### config.mk
export PLATFORM = sky130hd
export DESIGN_NAME = cpu_io_port_flat
export DESIGN_NICKNAME = d
export VERILOG_FILES = /design/src/rtl/io_pkg.sv /design/src/rtl/cpu_io_port_if.sv /design/src/rtl/io_fifo.sv /design/src/rtl/cpu_io_port.sv /design/src/flat_wrapper.sv
export SDC_FILE = /design/constraint.sdc
export NUM_CORES = 2
export LEC_CHECK = 0
export ABC_AREA = 1
export BUFFER_PORTS_ARGS = -buffer_cell sky130_fd_sc_hd__buf_4
export CORE_MARGIN = 2
export CORE_UTILIZATION = 25
export DETAILED_ROUTE_END_ITERATION = 16
export PLACE_DENSITY_LB_ADDON = 0.3
export SETUP_SLACK_MARGIN = 0.3
export SYNTH_ARGS = -nofsm -noshare
export SYNTH_HDL_FRONTEND = slang
export SYNTH_SLANG_ARGS = --single-unit
export TNS_END_PERCENT = 100
### constraint.sdc
create_clock -name clk -period 7.6 [get_ports clk]
set_input_delay 0 -clock clk [delete_from_list [all_inputs] [get_ports clk]]
set_output_delay 0 -clock clk [all_outputs]
set_load 0.01 [all_outputs]
### src/rtl/io_pkg.sv
// Shared constants and types for the cpu console I/O bridge.
//   WORD_W        : data word width, matches the cpu in/out data buses
//   IO_FIFO_DEPTH : entries per direction FIFO (power of two, >= 2)
//   io_word_t     : one console data word
package io_pkg;
  localparam int WORD_W        = 64;
  localparam int IO_FIFO_DEPTH = 16;

  typedef logic [WORD_W-1:0] io_word_t;
endpackage

### src/rtl/cpu_io_port_if.sv
// Bundle of all cpu-side and host-side signals of cpu_io_port.
//   slave  : the bridge itself
//   master : the environment driving the cpu strobes and the host link
//
// Handshake semantics (host link): a word moves on host_tx_* when
// host_tx_valid && host_tx_ready are both high at a rising clock edge, and
// on host_rx_* when host_rx_valid && host_rx_ready are both high at a
// rising edge. valid never depends on ready on the same side. The cpu
// strobes have no handshake: every high cycle is one transfer.
interface cpu_io_port_if
  import io_pkg::*;
#(
  parameter int WIDTH = WORD_W,
  parameter int DEPTH = IO_FIFO_DEPTH
);
  localparam int CW = $clog2(DEPTH) + 1;

  logic             cpu_in_signal;
  logic [WIDTH-1:0] cpu_in_data;
  logic             cpu_out_signal;
  logic [WIDTH-1:0] cpu_out_data;
  logic             host_tx_valid;
  logic [WIDTH-1:0] host_tx_data;
  logic             host_tx_ready;
  logic             host_rx_valid;
  logic [WIDTH-1:0] host_rx_data;
  logic             host_rx_ready;
  logic [CW-1:0]    in_count;
  logic [CW-1:0]    out_count;
  logic             overflow;
  logic             underflow;
  logic             clear_errors;

  modport slave (
    input  cpu_in_signal, cpu_out_signal, cpu_out_data,
    input  host_tx_ready, host_rx_valid, host_rx_data, clear_errors,
    output cpu_in_data, host_tx_valid, host_tx_data, host_rx_ready,
    output in_count, out_count, overflow, underflow
  );

  modport master (
    output cpu_in_signal, cpu_out_signal, cpu_out_data,
    output host_tx_ready, host_rx_valid, host_rx_data, clear_errors,
    input  cpu_in_data, host_tx_valid, host_tx_data, host_rx_ready,
    input  in_count, out_count, overflow, underflow
  );
endinterface

### src/rtl/io_fifo.sv
// Show-ahead synchronous FIFO.
//   clk, reset : clock, asynchronous active-high reset (pointers/count only)
//   push/wdata : write request and data
//   pop        : read request; rdata is the current head (combinational)
//   full/empty : status derived from pointers
//   count      : registered occupancy, updated on the same edge as pointers
// A push while full is accepted when a pop happens in the same cycle.
// A pop on empty does nothing; a push into empty shows at the head next cycle.
module io_fifo
  import io_pkg::*;
#(
  parameter int WIDTH = WORD_W,
  parameter int DEPTH = IO_FIFO_DEPTH,
  localparam int AW   = $clog2(DEPTH)
) (
  input  logic             clk,
  input  logic             reset,
  input  logic             push,
  input  logic             pop,
  input  logic [WIDTH-1:0] wdata,
  output logic [WIDTH-1:0] rdata,
  output logic             full,
  output logic             empty,
  output logic [AW:0]      count
);
  logic [WIDTH-1:0] mem [DEPTH];
  logic [AW:0]      wr_ptr;
  logic [AW:0]      rd_ptr;
  logic             push_ok;
  logic             pop_ok;

  // Extra MSB on each pointer is the wrap bit: equal indices with differing
  // wrap bits means full, fully equal pointers means empty.
  assign empty   = (wr_ptr == rd_ptr);
  assign full    = (wr_ptr[AW] != rd_ptr[AW]) && (wr_ptr[AW-1:0] == rd_ptr[AW-1:0]);
  assign pop_ok  = pop && !empty;
  assign push_ok = push && (!full || pop_ok);
  assign rdata   = mem[rd_ptr[AW-1:0]];

  always_ff @(posedge clk or posedge reset) begin
    if (reset) begin
      wr_ptr <= '0;
      rd_ptr <= '0;
      count  <= '0;
    end else begin
      if (push_ok) wr_ptr <= wr_ptr + 1'b1;
      if (pop_ok)  rd_ptr <= rd_ptr + 1'b1;
      count <= count + {{AW{1'b0}}, push_ok} - {{AW{1'b0}}, pop_ok};
    end
  end

  // Storage is intentionally not reset; only the pointers define validity.
  always_ff @(posedge clk) begin
    if (push_ok) mem[wr_ptr[AW-1:0]] <= wdata;
  end
endmodule

### src/rtl/cpu_io_port.sv
// Buffered console I/O bridge between the cpu in/out port pins and a host.
//   clk   : system clock, rising edge
//   reset : asynchronous active-high reset, discards queued words both ways
//   bus   : cpu_io_port_if.slave carrying
//           cpu_in_signal/cpu_in_data   cpu read strobe and input FIFO head
//           cpu_out_signal/cpu_out_data cpu write strobe and word
//           host_tx_*                   output FIFO drain to host (valid/ready)
//           host_rx_*                   host words into input FIFO (valid/ready)
//           in_count/out_count          FIFO occupancies
//           overflow/underflow          sticky error flags, clear_errors clears
module cpu_io_port
  import io_pkg::*;
#(
  parameter int WIDTH = WORD_W,
  parameter int DEPTH = IO_FIFO_DEPTH
) (
  input logic           clk,
  input logic           reset,
  cpu_io_port_if.slave  bus
);
  logic [WIDTH-1:0] in_rdata;
  logic             in_full;
  logic             in_empty;
  logic             out_full;
  logic             out_empty;
  logic             tx_pop;
  logic             rx_push;
  logic             overflow_now;
  logic             underflow_now;

  assign tx_pop  = bus.host_tx_valid && bus.host_tx_ready;
  assign rx_push = bus.host_rx_valid && bus.host_rx_ready;

  io_fifo #(.WIDTH(WIDTH), .DEPTH(DEPTH)) u_out_fifo (
    .clk   (clk),
    .reset (reset),
    .push  (bus.cpu_out_signal),
    .pop   (tx_pop),
    .wdata (bus.cpu_out_data),
    .rdata (bus.host_tx_data),
    .full  (out_full),
    .empty (out_empty),
    .count (bus.out_count)
  );

  io_fifo #(.WIDTH(WIDTH), .DEPTH(DEPTH)) u_in_fifo (
    .clk   (clk),
    .reset (reset),
    .push  (rx_push),
    .pop   (bus.cpu_in_signal),
    .wdata (bus.host_rx_data),
    .rdata (in_rdata),
    .full  (in_full),
    .empty (in_empty),
    .count (bus.in_count)
  );

  assign bus.host_tx_valid = !out_empty;
  assign bus.host_rx_ready = !in_full;
  // Stale storage must never leak to the cpu, so an empty FIFO reads as 0.
  assign bus.cpu_in_data   = in_empty ? '0 : in_rdata;

  // A cpu write is only lost when the FIFO is full and nothing drains now.
  assign overflow_now  = bus.cpu_out_signal && out_full && !tx_pop;
  assign underflow_now = bus.cpu_in_signal && in_empty;

  // A new error in the same cycle as clear_errors takes priority.
  always_ff @(posedge clk or posedge reset) begin
    if (reset) begin
      bus.overflow  <= 1'b0;
      bus.underflow <= 1'b0;
    end else begin
      if (overflow_now)          bus.overflow <= 1'b1;
      else if (bus.clear_errors) bus.overflow <= 1'b0;
      if (underflow_now)         bus.underflow <= 1'b1;
      else if (bus.clear_errors) bus.underflow <= 1'b0;
    end
  end
endmodule

### src/flat_wrapper.sv
// flat-port wrapper written by rule: the top's interface ports become plain ports
module cpu_io_port_flat import io_pkg::*;
#(
  parameter int WIDTH = WORD_W,
  parameter int DEPTH = IO_FIFO_DEPTH
)
  (clk, reset, bus_cpu_in_signal, bus_cpu_out_signal, bus_cpu_out_data, bus_host_tx_ready, bus_host_rx_valid, bus_host_rx_data, bus_clear_errors, bus_cpu_in_data, bus_host_tx_valid, bus_host_tx_data, bus_host_rx_ready, bus_in_count, bus_out_count, bus_overflow, bus_underflow);
  cpu_io_port_if #(.WIDTH(WIDTH), .DEPTH(DEPTH)) bus_i ();
  input logic clk;
  input logic reset;
  input wire logic [$bits(bus_i.cpu_in_signal)-1:0] bus_cpu_in_signal;
  input wire logic [$bits(bus_i.cpu_out_signal)-1:0] bus_cpu_out_signal;
  input wire logic [$bits(bus_i.cpu_out_data)-1:0] bus_cpu_out_data;
  input wire logic [$bits(bus_i.host_tx_ready)-1:0] bus_host_tx_ready;
  input wire logic [$bits(bus_i.host_rx_valid)-1:0] bus_host_rx_valid;
  input wire logic [$bits(bus_i.host_rx_data)-1:0] bus_host_rx_data;
  input wire logic [$bits(bus_i.clear_errors)-1:0] bus_clear_errors;
  output wire logic [$bits(bus_i.cpu_in_data)-1:0] bus_cpu_in_data;
  output wire logic [$bits(bus_i.host_tx_valid)-1:0] bus_host_tx_valid;
  output wire logic [$bits(bus_i.host_tx_data)-1:0] bus_host_tx_data;
  output wire logic [$bits(bus_i.host_rx_ready)-1:0] bus_host_rx_ready;
  output wire logic [$bits(bus_i.in_count)-1:0] bus_in_count;
  output wire logic [$bits(bus_i.out_count)-1:0] bus_out_count;
  output wire logic [$bits(bus_i.overflow)-1:0] bus_overflow;
  output wire logic [$bits(bus_i.underflow)-1:0] bus_underflow;
  assign bus_i.cpu_in_signal = bus_cpu_in_signal;
  assign bus_i.cpu_out_signal = bus_cpu_out_signal;
  assign bus_i.cpu_out_data = bus_cpu_out_data;
  assign bus_i.host_tx_ready = bus_host_tx_ready;
  assign bus_i.host_rx_valid = bus_host_rx_valid;
  assign bus_i.host_rx_data = bus_host_rx_data;
  assign bus_i.clear_errors = bus_clear_errors;
  assign bus_cpu_in_data = bus_i.cpu_in_data;
  assign bus_host_tx_valid = bus_i.host_tx_valid;
  assign bus_host_tx_data = bus_i.host_tx_data;
  assign bus_host_rx_ready = bus_i.host_rx_ready;
  assign bus_in_count = bus_i.in_count;
  assign bus_out_count = bus_i.out_count;
  assign bus_overflow = bus_i.overflow;
  assign bus_underflow = bus_i.underflow;
  cpu_io_port #(.WIDTH(WIDTH), .DEPTH(DEPTH)) u_core (.clk(clk), .reset(reset), .bus(bus_i));
endmodule
==> flow_metrics.tcl <==
set metrics [dict create \
    p_per_area_nw_per_um2 363.8 \
    area_growth_pct 19.58 \
    nets 8303 \
    criticalPathCategory "reg2out" \
    fp.dieW_um 591.5 \
    cp_data_arrival_time_ns 4.90 \
    layout_common_cells "2068 x nand2_1, 2048 x edfxtp_1, 799 x inv_1, 778 x nor2_1, 601 x nand3_1" \
    yosysTopAreaCell "edfxtp_1" \
    dp.cells 12190 \
    grt_usage_pct 13.69 \
    yosys_warnings 0 \
    vdd_ir_drop_max_uv 350.2 \
    final_common_cell "nand2_1" \
    hold_viol 0 \
    crit_path_end_kind "primary output" \
    numCtsBuffers 230 \
    yosysTopAreaCellShare_pct 71.28 \
    ff2ff_setup_slack_ns 3.28 \
    die_height_um 591.5 \
    synth_area_per_cell_um2 11.22 \
    start_kind "register" \
    critical_path.startpoint "u_core.u_in_fifo.rd_ptr[1]" \
    wirelength_um 246500 \
    cpPeakStageDelay_ns 1.00 \
    cts_tree "done" \
    drv_cap 0 \
    synth-seq-cells 2080 \
    syn-num-nets 7849 \
    grt-ovfl-total 0 \
    min_period_over_period_pct 64.45 \
    coreArea_um2 343300 \
    clock_path_buffers 4 \
    grt_pass1_vias 55050 \
    pin_count 277 \
    synth_cell_types 29 \
    r2r-start "u_core.u_in_fifo.rd_ptr[1]" \
    start_util_pct 25.14 \
    final_antenna_net_count 0 \
    status "finished, final reports clean" \
    root_buffer "clkbuf_16" \
    nFillCells 35067 \
    cp_data_required_time_ns 7.60 \
    row_count 215 \
    routedWlPerCell_um 19.13 \
    grt_pass1_wl_um 362800 \
    vias_per_cell 4.377 \
    vias 56419 \
    syn_inst 7692 \
    grt_max_degree 222 \
    cpMaxStageDelayCell "dfrtp_4" \
    synth.area.top_cells "edfxtp_1 71%, nand2_1 9.0%, nor2_1 3.5%" \
    ys_seq_area_share_pct 72.20 \
    slew_viol_final 0 \
    final.setup.tns_ns 0 \
    tightest_slew_ns 1.166 \
    p_leak_uw 0.03877 \
    firstDrtPassIters 6 \
    worstHoldStart "bus_cpu_out_data[42]" \
    crit_path_max_fanout 70 \
    fin_crit_ns 4.898 \
    finalSetupViolCount 0 \
    hp-class "in2reg" \
    clkLatencyLatePin_ns 0.95 \
    crit_chain "buf_4 -> buf_4 -> nand3_1 -> nand3_1 -> nand3_1 -> a21oi_1 -> buf_4" \
    h-tree-depth 4 \
    antenna_found_initial 10 \
    io_buffer_count 276 \
    fmaxAchievable_ghz 0.2042 \
    rsz0062_at_grt "no" \
    skew_ns 0.1004 \
    hpwl_um 131500 \
    gp_congestion 0.7881 \
    clock_sinks 2080 \
    drc_errors 0 \
    layout-drive-gt1-share_pct 8.822 \
    die_area_um2 349800 \
    syn_area_um2 86280 \
    relSlewSlack_pct 22.26 \
    layout.cells.non_filler 12890 \
    clkTransAtPathRegs_ns 0.06 \
    drt_iter0_drc 4468 \
]
==> routing by layer <==
metal,up-vias,GRT usage [%],part of all wire (%)
li1,26697,-,-
met2,1504,23.13,48
met1,27847,17.98,43
met4,4,4.571,3.1
met3,367,1.941,5.2
met5,-,0,0.0093
==> kinds of logic (layout without fill, tap and decap cells) <==
family                     after synthesis  after routing  share of synthesized area (%)
xor gates and xnor gates                30             30                         0.3132
and+or+nand+nor                       3489           3489                          16.10
DFF                                   2080           2080                          72.20
other                                    0              2                              0
buffers and inverters                 1230           1869                          5.799
adders and majority gates               22             22                         0.3364
AOI/OAI and AO/OA                      841            841                          5.251
==> critical path, delay by kind of cell (launching register included) <==
family | cells | cell delay (ns)
flops | 1 | 1.00
buf+inv | 3 | 1.82
simple gates | 3 | 0.47
compound gates | 1 | 0.58
==> where the power goes <==
part           switching (uW)  leakage (uW)  total (uW)  internal [uW]
registers                 536        0.0189       14200          13700
clock network            4600       0.00353       10800           6170
logic                    8750        0.0163       12600           3820
==> cell type report <==
class | instances | area [um^2] | share of cell area (%)
repair buffers | 643 | 5605 | 5.433
clock inverters | 124 | 1125 | 1.090
flip-flops and latches | 2080 | 62320 | 60.41
multi-input cells | 4382 | 19240 | 18.65
inverters | 809 | 3067 | 2.972
diodes | 2 | 5.005 | 0.004851
clock buffers | 293 | 6103 | 5.916
well taps | 4557 | 5702 | 5.526
==> Yosys cell counts, drive strengths merged <==
| library cell | n |
|---|---|
| nor2 | 814 |
| nand2 | 2070 |
| clkbuf | 184 |
| buf | 237 |
| o211ai | 128 |
| o21ai | 644 |
| inv | 809 |
| xor2 | 22 |
| nand3b | 1 |
| dfrtp | 32 |
| a21oi | 68 |
| nand3 | 604 |
| edfxtp | 2048 |
| xnor2 | 8 |
| fa | 2 |
| ha | 20 |
| o22ai | 1 |
==> timing repair <==
| action | CTS | global route |
|---|---|---|
| setup buffers | 0 | 0 |
| gates resized for setup | 0 | 0 |
| endpoints found under the hold margin | 2128 | 0 |
| hold buffers | 281 | 0 |
==> path summary, 6_finish.rpt <==
kind	end	cells past startpoint
max	bus_cpu_in_data[32]	7
min	u_core.u_out_fifo.mem[11][42]	2
max reg2reg	u_core.u_in_fifo.count[4]	11
min reg2reg	u_core.u_out_fifo.count[0]	1
max in group asynchronous	u_core.u_in_fifo.rd_ptr[1]	5
min in group asynchronous	u_core.u_in_fifo.count[1]	5
==> flip-flops by register name, indices dropped and copies added, names as in the netlist <==
| name | count |
|---|---|
| u_core.u_in_fifo.mem | 1024 |
| u_core.u_out_fifo.count | 5 |
| u_core.u_in_fifo.rd_ptr | 5 |
| u_core.u_out_fifo.mem | 1024 |
| u_core.bus.underflow | 1 |
| u_core.u_out_fifo.wr_ptr | 5 |
| u_core.bus.overflow | 1 |
| u_core.u_in_fifo.count | 5 |
| u_core.u_in_fifo.wr_ptr | 5 |
| u_core.u_out_fifo.rd_ptr | 5 |
==> stage by stage <==
step	hold slack [ns]	total power (uW)	utilization, %	setup WS (ns)	area, um^2
after floorplan	0.09887	22000	-	3.157	86280
after global placement	0.2299	26930	27.13	3.144	93130
after detailed placement	0.2445	27020	27.13	3.258	93130
after CTS	0.0006492	38020	30.06	2.577	103200
after global routing	0.02303	39680	30.06	2.507	103200
final	0.07800	37540	30.06	2.702	103200
Note: power is estimated with default switching activity, not from simulation.
